## src/rtl/strobe_delay.sv

```systemverilog
// -----------------------------------------------------------------------------
// strobe_delay
//
// Purpose:
//   Delays a one-cycle strobe and its payload by a runtime-programmable number
//   of cycles D (1..MAX_DELAY). Strobes may be issued every cycle and overlap in
//   flight. Order is preserved, and a count of in-flight strobes is maintained.
//   Loading a new D discards every strobe still in flight.
//
// Configuration macro:
//   STROBE_DELAY_HOLD_EN
//     defined     : data_out holds the last emitted payload between pulses.
//     not defined : data_out is 0 whenever strobe_out is 0.
//
// Ports:
//   clk         in           rising-edge clock
//   reset       in           asynchronous active-high reset
//   strobe_in   in           one-cycle qualifier for data_in
//   data_in     in  [WIDTH]  payload, sampled when strobe_in is high
//   delay_load  in           load delay_in (clamped) into the delay register
//   delay_in    in  [DW]     requested delay
//   strobe_out  out          delayed strobe (registered)
//   data_out    out [WIDTH]  delayed payload
//   delay       out [DW]     current delay register D
//   inflight    out [DW]     accepted strobes not yet emitted
//   busy        out          inflight != 0
// -----------------------------------------------------------------------------
module strobe_delay #(
    parameter int WIDTH         = 8,
    parameter int MAX_DELAY     = 16,
    parameter int DEFAULT_DELAY = 2,
    parameter int DW            = $clog2(MAX_DELAY + 1)
) (
    input  logic             clk,
    input  logic             reset,
    input  logic             strobe_in,
    input  logic [WIDTH-1:0] data_in,
    input  logic             delay_load,
    input  logic [DW-1:0]    delay_in,
    output logic             strobe_out,
    output logic [WIDTH-1:0] data_out,
    output logic [DW-1:0]    delay,
    output logic [DW-1:0]    inflight,
    output logic             busy
);

    localparam logic [DW-1:0] MAX_D = DW'(MAX_DELAY);
    localparam logic [DW-1:0] DEF_D = DW'(DEFAULT_DELAY);
    localparam logic [DW-1:0] ONE_D = DW'(1);

    // Shift line: slot 0 is emitted on the next edge. A strobe accepted under
    // delay D enters slot D-1, so it reaches the output register exactly D
    // edges later. Slots at or above D are always empty, because loading a
    // new D flushes the whole line.
    logic [MAX_DELAY-1:0] vld_q, vld_d;
    logic [WIDTH-1:0]     dat_q [MAX_DELAY];
    logic [WIDTH-1:0]     dat_d [MAX_DELAY];

    logic [DW-1:0]    delay_q, delay_d;
    logic [DW-1:0]    inflight_q, inflight_d;
    logic             strobe_out_q, strobe_out_d;
    logic [WIDTH-1:0] data_out_q, data_out_d;

    logic [DW-1:0] clamped;
    logic [DW-1:0] eff_delay;
    logic [DW-1:0] ins_idx;
    logic          emit;

    // Requested delay forced into 1..MAX_DELAY.
    always_comb begin
        if (delay_in == '0) begin
            clamped = ONE_D;
        end else if (delay_in > MAX_D) begin
            clamped = MAX_D;
        end else begin
            clamped = delay_in;
        end
    end

    // A strobe arriving together with a load uses the new delay.
    assign eff_delay = delay_load ? clamped : delay_q;
    assign ins_idx   = eff_delay - ONE_D;

    // Slot 0 leaves on this edge unless a load discards it.
    assign emit = vld_q[0] & ~delay_load;

    always_comb begin
        for (int i = 0; i < MAX_DELAY - 1; i++) begin
            vld_d[i] = vld_q[i+1];
            dat_d[i] = dat_q[i+1];
        end
        vld_d[MAX_DELAY-1] = 1'b0;
        dat_d[MAX_DELAY-1] = '0;

        if (delay_load) begin
            vld_d = '0;
        end

        if (strobe_in) begin
            for (int i = 0; i < MAX_DELAY; i++) begin
                if (DW'(i) == ins_idx) begin
                    vld_d[i] = 1'b1;
                    dat_d[i] = data_in;
                end
            end
        end
    end

    always_comb begin
        delay_d = delay_load ? clamped : delay_q;
    end

    always_comb begin
        inflight_d = inflight_q;
        if (delay_load) begin
            // Everything in flight is dropped; only a same-edge strobe survives.
            inflight_d = strobe_in ? ONE_D : '0;
        end else if (strobe_in && !vld_q[0]) begin
            inflight_d = inflight_q + ONE_D;
        end else if (!strobe_in && vld_q[0]) begin
            inflight_d = inflight_q - ONE_D;
        end
    end

    always_comb begin
        strobe_out_d = emit;
`ifdef STROBE_DELAY_HOLD_EN
        data_out_d = emit ? dat_q[0] : data_out_q;
`else
        data_out_d = emit ? dat_q[0] : '0;
`endif
    end

    always_ff @(posedge clk or posedge reset) begin
        if (reset) begin
            vld_q        <= '0;
            for (int i = 0; i < MAX_DELAY; i++) begin
                dat_q[i] <= '0;
            end
            delay_q      <= DEF_D;
            inflight_q   <= '0;
            strobe_out_q <= 1'b0;
            data_out_q   <= '0;
        end else begin
            vld_q        <= vld_d;
            for (int i = 0; i < MAX_DELAY; i++) begin
                dat_q[i] <= dat_d[i];
            end
            delay_q      <= delay_d;
            inflight_q   <= inflight_d;
            strobe_out_q <= strobe_out_d;
            data_out_q   <= data_out_d;
        end
    end

    assign strobe_out = strobe_out_q;
    assign data_out   = data_out_q;
    assign delay      = delay_q;
    assign inflight   = inflight_q;
    assign busy       = (inflight_q != '0);

endmodule

```

## config.mk

```make
export PLATFORM = sky130hd
export DESIGN_NAME = strobe_delay
export DESIGN_NICKNAME = d
export VERILOG_FILES = /design/src/rtl/strobe_delay.sv
export SDC_FILE = /design/constraint.sdc
export NUM_CORES = 1
export LEC_CHECK = 0
export BUFFER_PORTS_ARGS = -buffer_cell sky130_fd_sc_hd__buf_2
export CORE_MARGIN = 2
export CORE_UTILIZATION = 45
export DETAILED_ROUTE_END_ITERATION = 8
export SLEW_MARGIN = 20
export SYNTH_ARGS = -nofsm -noshare
export SYNTH_HDL_FRONTEND = slang
export SYNTH_SLANG_ARGS = --single-unit
```

## constraint.sdc

```tcl
create_clock -name clk -period 5.5 [get_ports clk]
set_clock_uncertainty 0.2 [all_clocks]
set_input_delay 1.1 -clock clk [delete_from_list [all_inputs] [get_ports clk]]
set_output_delay 1.1 -clock clk [all_outputs]
set_load 0.02 [all_outputs]
```

# Word-level counts from Yosys, hierarchy flattened

Index checks and enable logic that the tools add are counted.

Register bits: 163
Input bits: 17
Output and inout port bits: 20
Word-level logic and storage cells: 93

Bitwise gates (word level): 2
Reductions and logical operators: 8
Add/sub/neg operators: 3
Equal/unequal tests: 15
Mux-type cells: 43
Order comparisons: 1

Operator list:

| operator            | number |
|---|---|
| $mux 8              | 17 |
| $mux 128            | 1 |
| $eq 4x5->1 const A  | 8 |
| $mux 5              | 6 |
| $eq 3x5->1 const A  | 4 |
| $mux 1              | 17 |
| $mux 16             | 1 |
| $mux 15             | 1 |
| $eq 2x5->1 const A  | 2 |
| $logic_not 5->1     | 2 |
| $sub 5x1->5 const B | 2 |
| $add 5x1->5 const B | 1 |
| $eq 1x5->1 const A  | 1 |
| $gt 5x5->1 const B  | 1 |
| $reduce_bool 5->1   | 1 |
| $reduce_bool 3->1   | 1 |
| $logic_and 1x1->1   | 2 |
| $logic_not 1->1     | 2 |
| $and 1x1->1         | 1 |
| $not 1->1           | 1 |

# Depth between registers and ports, before layout

Gate-level depths: netlist of run 1.

Depth in word-level cells: 8
Mapped depth: 8
Gate-level depth less buffers: 8

# Least setup slack after synthesis of run 1

No wires, ideal clock.

Kind: input -> register
Start point: in delay_in[2]
End point: reg dat_q[100] (netlist bit)
Stages: 6
Setup time: 0.125 ns
Path buffers: 1
Required time: 5.175 ns
Path slack: 2.366 ns
Arrival: 2.808 ns
Cell sequence: or2_1 > a211oi_4 > mux2i_1 > or3b_1 > buf_6 > mux2_4

RTL lines:

| element                         | line | RTL |
|---|---|---|
| from (decl)                     | 39   | `input logic [DW-1:0] delay_in,` |
| to (signal, indexed assignment) | 147  | `dat_q[i] <= dat_d[i];` |
| to (decl)                       | 56   | `logic [WIDTH-1:0] dat_q [MAX_DELAY];` |

==> summary.txt, run 1 <==
Place
  – RD Place Congestion: 0.755
  – I/O Buffers: 36
  – Post-DP HPWL: 6.41 mm
  – Inst Count DP: 638

Worst setup path
  – Delay-heaviest family, CP: simple AND/OR/NAND/NOR gates
  – Slowest CP cell: nor2b_1
  – Worst Setup SP: delay_load
  – Worst EP required: 5600 ps
  – Worst path bufs/invs: 1
  – CP startpoint kind: input pin
  – Reg2Reg Launch Point: delay[1]
  – Critical Path Fanout Max: 35
  – CP cell instances: buf_2, nor3_1, a211oi_4, mux2i_1, nor2b_1, mux2_2
  – Arr. time, crit path: 3630 ps
  – Worst stage delay on the critical path: 680 ps
  – Element type at the critical path end: register
  – WS Path Type: input pin to register

Timing
  – Count of final setup violators: 0
  – Fmax: 283 MHz
  – Worst slew pin tran: 910 ps
  – Max-slew violations: 0
  – RSZ-0062 raised after global routing: false
  – Slew margin rel.: 39.3%
  – Crit path time final: 3540 ps
  – Final Hold Vio Count: 0
  – Setup_tns: 0 ps
  – Fin crit share: 64.3%

Route
  – Residual DRC: 0
  – Top sig layer: met4
  – First drt pass iteration count: 4
  – Met1 Wirelength: 4.67 mm
  – Via Count: 3,371
  – DRT iter0 DRCs: 169
  – Wire length per cell: 15.4 um
  – Antenna viol nets, final: 0
  – Routed WL: 10.3 mm
  – Vias per cell: 5.05
  – Met2 routed WL: 5.21 mm
  – Met3 wire len: 305 um

Clock tree
  – Clock root buffer: clkbuf_16
  – CTS buffer count: 17
  – CTS Buffer Depth: 2
  – CTS tree: done
  – Cts repair resizes: 0
  – Worst skew pair latency: 410 ps
  – Post-CTS Setup Inserts: 0
  – Worst-path clk slew: 60 ps
  – Hold-fix buffers, CTS: 0
  – Clock Sinks: 163
  – Level count of the clock H-tree: 4

Logic synthesis
  – Synth Register Bits: 163
  – Mean Syn Cell Area: 14.7 um^2
  – Post-synthesis async set-or-reset flop share: 100%
  – Post-Synth Simple-Gate Area: 5.79%
  – Netlist Area Pre-Place: 0.00649 mm^2
  – Sequential share of the synthesized area: 62.9%
  – Post-synthesis xor/xnor area fraction: 0.810%
  – Synth Area in Adders: 0.887%
  – Total number of yosys warnings: 0
  – Post-Syn Nets: 461
  – Top FF cell, synth: dfrtp_1
  – Post-synth EDFFs: 0
  – Compound-cell area share of the yosys netlist: 4.07%
  – Yosys cell types: 43
  – Multiplexer share of the synthesized area: 22.7%
  – Main combinational cell family by area after synthesis: multiplexers
  – Post-Synthesis Cells: 440

Finish
  – Area of the multi-input gates: 0.00222 mm^2
  – Fin cells: 668
  – Core Util, Final: 53.0%
  – Synthesis-to-finish area growth: 14.2%
  – Register area: 0.00408 mm^2
  – Diode count: 0
  – Number of fill cells in the layout: 1,198
  – Count of nets after finishing: 498
  – Share of cells above drive strength 1: 38.9%

Min path
  – Worst hold-check path type: register to register
  – Min-delay src: vld_q[7]

Die
  – Die area: 0.0154 mm^2
  – Die H: 124 um
  – Initial core utilization: 46.4%
  – Core area: 0.0140 mm^2
  – Std-Cell Rows: 43
  – Die X: 124 um
  – # IOs: 37

Global routing
  – First-pass GRT wire length: 17.7 mm
  – Vias in the first global route: 3,522
  – GR Overflow Total: 0
  – Largest net degree at the start of global routing: 164
  – Total track usage: 15.2%
  – Initial antenna violation count: 0

Run status
  – Status: completed

Pwr
  – IR drop worst, VDD: 198 uV
  – Pwr dens: 374 mW/mm^2
  – Power Total: 2.77 mW
  – Static leakage power: 3.79 nW

Flow run
  – Max-capacitance violation count: 0
worst paths after layout:
check / end / cells after the start / slack (ps)
max: dat_q[115] / 6 / 1960
min reg2reg: vld_q[6] / 1 / 250
max reg2reg: dat_q[72] / 5 / 2650
min in group asynchronous: dat_q[20] / 3 / 650
max in group asynchronous: delay[4] / 3 / 3730
min: vld_q[6] / 1 / 250
area by class of cell:
cell class	count	area share (%)
clock buffer	26	7.01
clock inverter	4	0.946
inverter	23	1.22
multi-input combinational	235	30.0
sequential	163	55.1
tap	180	3.04
timing repair buffer	37	2.70
cell usage after synthesis (all sizes together), types with 6 or more instances:
cell type  instances  area (um^2)
o21ai             15         75.1
nand2             11         41.3
a21o               6         45.0
buf                8         55.1
clkbuf            11         41.3
and2              17          106
mux2i              7         70.1
dfrtp            162         4050
mux2             120         1400
inv               23         86.3
nor2b              9         56.3
report_power, final:
| group | switching [mW] | internal, mW | total, mW |
|---|---|---|---|
| Sequential | 0.0335 | 1.30 | 1.34 |
| Combinational | 0.141 | 0.131 | 0.272 |
| Clock | 0.429 | 0.735 | 1.16 |
| Total | 0.604 | 2.17 | 2.77 |
cells by family after synthesis:
group                      after synthesis
DFF                                    163
muxes                                  127
and+or+nand+nor                         62
buffers and inverters                   42
AOI/OAI and AO/OA                       36
xor gates and xnor gates                 6
adders and majority gates                4
metal layers:
layer,up-vias,GRT usage (%)
met1,1743,19.3
met3,9,4.58
met4,0,5.06
li1,1581,-
met5,-,0
met2,38,24.9
registers in the layout, summed over array words and instances, names as in the netlist:
| name | cells |
|---|---|
| data_out | 8 |
| vld_q | 16 |
| dat_q | 128 |
| delay | 5 |
| inflight | 5 |
| strobe_out | 1 |
metrics by stage:
step	hold slack, ps	area (um^2)	setup slack, ps
CTS	254	7410	1950
floorplan	228	6490	2130
global route	266	7410	1780
finish	249	7410	1960
global placement	237	6820	1620
detailed placement	237	6820	1530
cells in the final DEF (no fill, tap or decap), types with 7 or more instances in the layout:
master	count
o21ai_0	15
and2_1	17
dfrtp_1	162
mux2i_1	7
inv_1	21
nand2_1	11
buf_2	36
mux2_2	102
clkbuf_16	17
nor2b_1	9
mux2_4	14
(Power assumes the default switching activity.)
==> inputs of run 2 (changes only) <==
==> constraint.sdc (replaced) <==
create_clock -name clk -period 3.6 [get_ports clk]
set_clock_uncertainty 0.2 [all_clocks]
set_input_delay 0.72 -clock clk [delete_from_list [all_inputs] [get_ports clk]]
set_output_delay 0.72 -clock clk [all_outputs]
set_load 0.02 [all_outputs]
==> run 2 against run 1 <==
Clock power is 45% higher. Clock-buffer cell count is 4 lower. Sequential share of layout area is 0.14 points lower. Sequential power is 52% higher. Via count is 1.8% higher. Register-to-register slack worse by 1700 ps. Critical endpoint is now dat_q[97].
==> summary.txt, run 2 (synthesized netlist as in run 1, its figures left out) <==
Timing
  – RSZ-0062 raised after global routing: false
  – Crit path time final: 2730 ps
  – Final Hold Vio Count: 0 (unchanged)
  – Count of final setup violators: 0 (unchanged)
  – Fin crit share: 75.8%
  – Fmax: 366 MHz
  – Setup_tns: 0 ps (unchanged)
  – Slew margin rel.: 61.9% (+23 points)
  – Max-slew violations: 0 (unchanged)
  – Worst slew pin tran: 566 ps (-344 ps)

Global routing
  – Total track usage: 15.7% (+0.53 points)
  – Vias in the first global route: 3,446 (-2.2%)
  – Initial antenna violation count: 0 (unchanged)
  – First-pass GRT wire length: 18.1 mm (+1.9%)
  – GR Overflow Total: 0 (unchanged)
  – Met3 Track Usage GR: 4.26% (-0.32 points)
  – Largest net degree at the start of global routing: 110 (-33%)
  – Grt met2 use: 24.2% (-0.68 points)
  – GRT Max-Usage Layer: met2
  – Grt met1 use: 20.7% (+1.5 points)

Route
  – Antenna viol nets, final: 0 (unchanged)
  – Residual DRC: 0 (unchanged)
  – DRT iter0 DRCs: 154 (-8.9%)
  – Via Count: 3,430 (+1.8%)
  – Routed WL: 10.6 mm (+2.9%)
  – Wire length per cell: 15.7 um (+1.7%)
  – Vias per cell: 5.07 (+0.55%)
  – First drt pass iteration count: 4 (unchanged)

Worst setup path
  – Reg2reg setup slack: 940 ps (-1710 ps)
  – Worst path bufs/invs: 1 (unchanged)
  – Worst Setup SP: delay_in[2]
  – Delay-heaviest family, CP: simple AND/OR/NAND/NOR gates
  – Critical Path Fanout Max: 9 (-74%)
  – Arr. time, crit path: 2830 ps (-800 ps)
  – Reg2Reg Launch Point: delay[1]
  – Element type at the critical path end: register
  – Slowest CP cell: or3b_1
  – Worst EP required: 3700 ps (-1900 ps)
  – CP cell instances: buf_2, or2_1, a211oi_4, mux2i_1, or3b_1, mux2_4
  – CP startpoint kind: input pin
  – WS Path Type: input pin to register
  – Worst stage delay on the critical path: 620 ps (-60 ps)

Die
  – Core area: 0.0140 mm^2 (unchanged)
  – Die area: 0.0154 mm^2 (unchanged)
  – Die H: 124 um (unchanged)
  – Die X: 124 um (unchanged)
  – # IOs: 37 (unchanged)
  – Std-Cell Rows: 43 (unchanged)
  – Initial core utilization: 46.4% (unchanged)

Finish
  – Number of fill cells in the layout: 1,172 (-2.2%)
  – Area of the multi-input gates: 0.00222 mm^2 (unchanged)
  – Diode count: 0 (unchanged)
  – Synthesis-to-finish area growth: 14.5%
  – Count of nets after finishing: 505 (+1.4%)
  – Share of cells above drive strength 1: 40.1% (+1.2 points)
  – Register area: 0.00408 mm^2 (unchanged)
  – Most frequent cells in the layout: 162 x dfrtp_1, 102 x mux2_2, 36 x buf_2, 21 x inv_1
  – Biggest register: dat_q
  – Max reg flops: 128 (unchanged)
  – Most common cell after layout, fill and taps aside: dfrtp_1

Clock tree
  – Post-CTS Setup Inserts: 0 (unchanged)
  – Clock Sinks: 163 (unchanged)
  – CTS tree: done
  – CTS Buffer Depth: 2 (unchanged)
  – Clock root buffer: clkbuf_16
  – Hold-fix buffers, CTS: 0 (unchanged)
  – Worst-path clk slew: 60 ps (about the same)
  – CTS buffer count: 17 (unchanged)
  – Level count of the clock H-tree: 4 (unchanged)
  – Worst skew pair latency: 420 ps (about the same)
  – Cts repair resizes: 0 (unchanged)

Pwr
  – Power Total: 4.14 mW (+49%)
  – Pwr dens: 558 mW/mm^2 (+49%)
  – IR drop worst, VDD: 363 uV (+83%)
  – Static leakage power: 3.81 nW (+0.30%)

Place
  – Post-DP HPWL: 6.67 mm (+4.1%)
  – RD Place Congestion: 0.799 (+5.8%)
  – I/O Buffers: 36 (unchanged)

Flow run
  – Max-capacitance violation count: 0 (unchanged)

Run status
  – Status: completed

Min path
  – Worst hold-check path type: input pin to asynchronous set/reset pin
## run 2: area by class of cell
cell class	instances	area share (%)
Timing Repair Buffer	44	3.40
Multi-Input combinational cell	235	29.9
Clock buffer	22	6.38
Tap cell	180	3.03
Inverter	23	1.21
Clock inverter	9	1.10
Sequential cell	163	54.9
## run 2: power breakdown
part           total [mW]  internal, mW  switching, mW
Sequential           2.04          1.99         0.0501
Clock                1.68         0.998          0.686
Combinational       0.420         0.203          0.218
## run 2: final timing paths
path,to,depth (start not counted)
setup / recovery,dat_q[97],6
hold / removal,delay[3],2
setup reg to reg,dat_q[97],5
hold reg to reg,data_out[2],1
max in group asynchronous,dat_q[50],3
min in group clk,data_out[2],1
## run 2: per-stage QoR
step / instance area, um^2 / setup WS (ps) / std cells / util, % / hold WS, ps
after floorplan: 6490 / 610 / 440 / - / 228
after global placement: 6870 / 464 / 645 / 49.1 / 233
after detailed placement: 6870 / 434 / 645 / 49.1 / 236
after CTS: 7430 / 878 / 676 / 53.1 / 126
after global routing: 7430 / 789 / 676 / 53.1 / 157
final: 7430 / 870 / 676 / 53.1 / 131
## run 2: per-layer routing
metal,vias up,routed length (um)
li1,1598,-
met1,1766,4900
met2,49,5180
met3,17,287
met4,0,231
met5,-,0
==> inputs of run 3 (changes only) <==
==> constraint.sdc (replaced) <==
create_clock -name clk -period 2.58 [get_ports clk]
set_clock_uncertainty 0.2 [all_clocks]
set_input_delay 0.516 -clock clk [delete_from_list [all_inputs] [get_ports clk]]
set_output_delay 0.516 -clock clk [all_outputs]
set_load 0.02 [all_outputs]
==> run 3 against run 2 <==
Final area rose by 4.5%. Clock-buffer cell count rose by 6. Critical path depth did not move. Critical path type is now register to register. Critical endpoint is now dat_q[22]. Largest power group unchanged.
==> summary.txt, run 3 (synthesized netlist as in run 1, its figures left out) <==
Place
  – DP Worst Slack: -130 ps (-563 ps)
  – I/O Buffers: 36 (unchanged)
  – RD Place Congestion: 0.725 (-9.2%)
  – Post-DP HPWL: 7.33 mm (+9.9%)
  – Placement Cell Area: 0.00717 mm^2 (+4.4%)

Worst setup path
  – WS Path Type: register to register
  – Element type at the critical path end: register
  – CP startpoint kind: register
  – Worst EP required: 2670 ps (-1030 ps)
  – Critical Path Fanout Max: 9 (unchanged)
  – Arr. time, crit path: 2600 ps (-230 ps)

Clock tree
  – Worst-path clk slew: 60 ps (about the same)
  – Clock root buffer: clkbuf_16
  – Worst skew pair latency: 410 ps (about the same)
  – CTS Buffer Depth: 2 (unchanged)
  – Level count of the clock H-tree: 4 (unchanged)
  – CTS tree: done
  – CTS buffer count: 17 (unchanged)
  – Clock Sinks: 163 (unchanged)

Pwr
  – Clock share of power: 40.5% (about the same)
  – Comb power frac: 11.0% (+0.8 points)
  – Pwr dens: 755 mW/mm^2 (+35%)
  – Power Total: 5.86 mW (+42%)
  – IR drop worst, VDD: 501 uV (+38%)
  – Switching Fraction: 22.3% (-0.70 points)
  – Sequential Power Share: 48.6% (-0.6 points)
  – Internal Pwr Total: 4.55 mW (+43%)
  – Sw power: 1.31 mW (+37%)
  – Static leakage power: 4.00 nW (+5.2%)

Die
  – Core area: 0.0140 mm^2 (unchanged)
  – # IOs: 37 (unchanged)
  – Std-Cell Rows: 43 (unchanged)
  – Die area: 0.0154 mm^2 (unchanged)
  – Initial core utilization: 46.4% (unchanged)
  – Die H: 124 um (unchanged)
  – Die X: 124 um (unchanged)

Finish
  – Most common cell after layout, fill and taps aside: dfrtp_1
  – Max reg flops: 128 (unchanged)
  – Share of cells above drive strength 1: 43.5% (+3.4 points)
  – Most frequent cells in the layout: 162 x dfrtp_1, 101 x mux2_2, 36 x buf_2, 35 x buf_4, 21 x inv_1
  – Biggest register: dat_q
  – Diode count: 0 (unchanged)
  – Synthesis-to-finish area growth: 19.7%
  – Count of nets after finishing: 539 (+6.7%)
  – Design area: 0.00776 mm^2 (+4.5%)

Flow run
  – Max-capacitance violation count: 0 (unchanged)

Min path
  – Worst hold-check path type: input pin to register

Global routing
  – GR Overflow Total: 0 (unchanged)
  – First-pass GRT wire length: 18.2 mm (+0.69%)
  – Largest net degree at the start of global routing: 53 (-52%)
  – Initial antenna violation count: 0 (unchanged)
  – Vias in the first global route: 3,614 (+4.9%)
  – Total track usage: 15.8% (+0.043 points)

Route
  – Vias per cell: 4.91 (-3.2%)
  – Via Count: 3,493 (+1.8%)
  – Wire length per cell: 14.9 um (-4.7%)
  – Residual DRC: 0 (unchanged)
  – First drt pass iteration count: 4 (unchanged)
  – Routed WL: 10.6 mm (+0.27%)
  – DRT iter0 DRCs: 216 (+40%)
  – Antenna viol nets, final: 0 (unchanged)

Timing
  – Fmax: 399 MHz
  – Slew margin rel.: 65.2% (+3.3 points)
  – Crit path time final: 2510 ps
  – Setup_tns: 0 ps (unchanged)
  – Count of final setup violators: 0 (unchanged)
  – RSZ-0062 raised after global routing: true
  – Final Hold Vio Count: 0 (unchanged)
  – Setup slack after layout: 71.6 ps (-798 ps)
  – Worst slew pin tran: 520 ps (-45.4 ps)
  – Fin crit share: 97.2%
  – WHS: 202 ps (+71.5 ps)
  – Max-slew violations: 0 (unchanged)

Run status
  – Status: completed
## run 3: cell types whose count changed in the layout (fill, tap and decap cells not counted), sizes merged
| cell | delta |
|---|---|
| clkbuf | +6 |
| clkinvlp | -3 |
| clkinv | -2 |
| buf | +33 |
| dlygate4sd3 | +1 |
## run 3: final timing paths
check                           from          end  slack (ps)  cells past startpoint
max                         delay[1]    dat_q[22]          70                      6
min                        strobe_in  inflight[0]         200                      2
max reg2reg                 delay[1]    dat_q[22]          70                      6
min reg2reg                 vld_q[7]     vld_q[6]         250                      1
max in group asynchronous      reset     delay[1]        1000                      4
min in group asynchronous      reset    vld_q[11]         500                      3
## run 3: area by class of cell
| cell class | count | area, um^2 |
|---|---|---|
| Fill cell | 1190 | 6230 |
| Sequential cell | 163 | 4080 |
| Multi-Input combinational cell | 235 | 2230 |
| Timing Repair Buffer | 78 | 573 |
| Clock buffer | 28 | 517 |
| Tap cell | 180 | 225 |
| Inverter | 23 | 90.1 |
| Clock inverter | 4 | 45.0 |
## run 3: power by group through the flow
stage	clock network, mW	registers [mW]	logic, mW
after floorplan	0	2.90	0.426
after global placement	0	2.88	0.627
after detailed placement	0	2.90	0.649
after CTS	2.44	2.85	0.654
after global routing	2.56	2.87	0.716
final	2.37	2.85	0.645
## run 3: critical path, stage by stage (launching register included)
cell and delay [ps]:
dfstp_2 550, or3b_1 340, a21bo_2 220, nand3b_1 270
a211oi_4 300, buf_12 170, mux2_2 330
## run 3: routing by layer
metal	global-route usage (%)	vias to the layer above	routed length, um
met5	0	-	0
met2	24.8	34	5270
met3	4.53	6	270
met4	6.74	0	95
met1	20.5	1791	4990
li1	-	1662	-
## run 3: per-stage QoR
| step | std cells | utilization (%) |
|---|---|---|
| global route | 711 | 55.5 |
| finish | 711 | 55.5 |
| global placement | 677 | 51.3 |
| floorplan | 440 | - |
| detailed placement | 677 | 51.3 |
| CTS | 710 | 55.4 |
## run 3: repair_timing
| action | 4_1_cts | 5_1_grt |
|---|---|---|
| setup buffers | 0 | 1 |
| gates resized for setup | 0 | 3 |
| endpoints found under the hold margin | 16 | 0 |
| setup endpoints to repair | 0 | 35 |
| hold buffers | 1 | 0 |
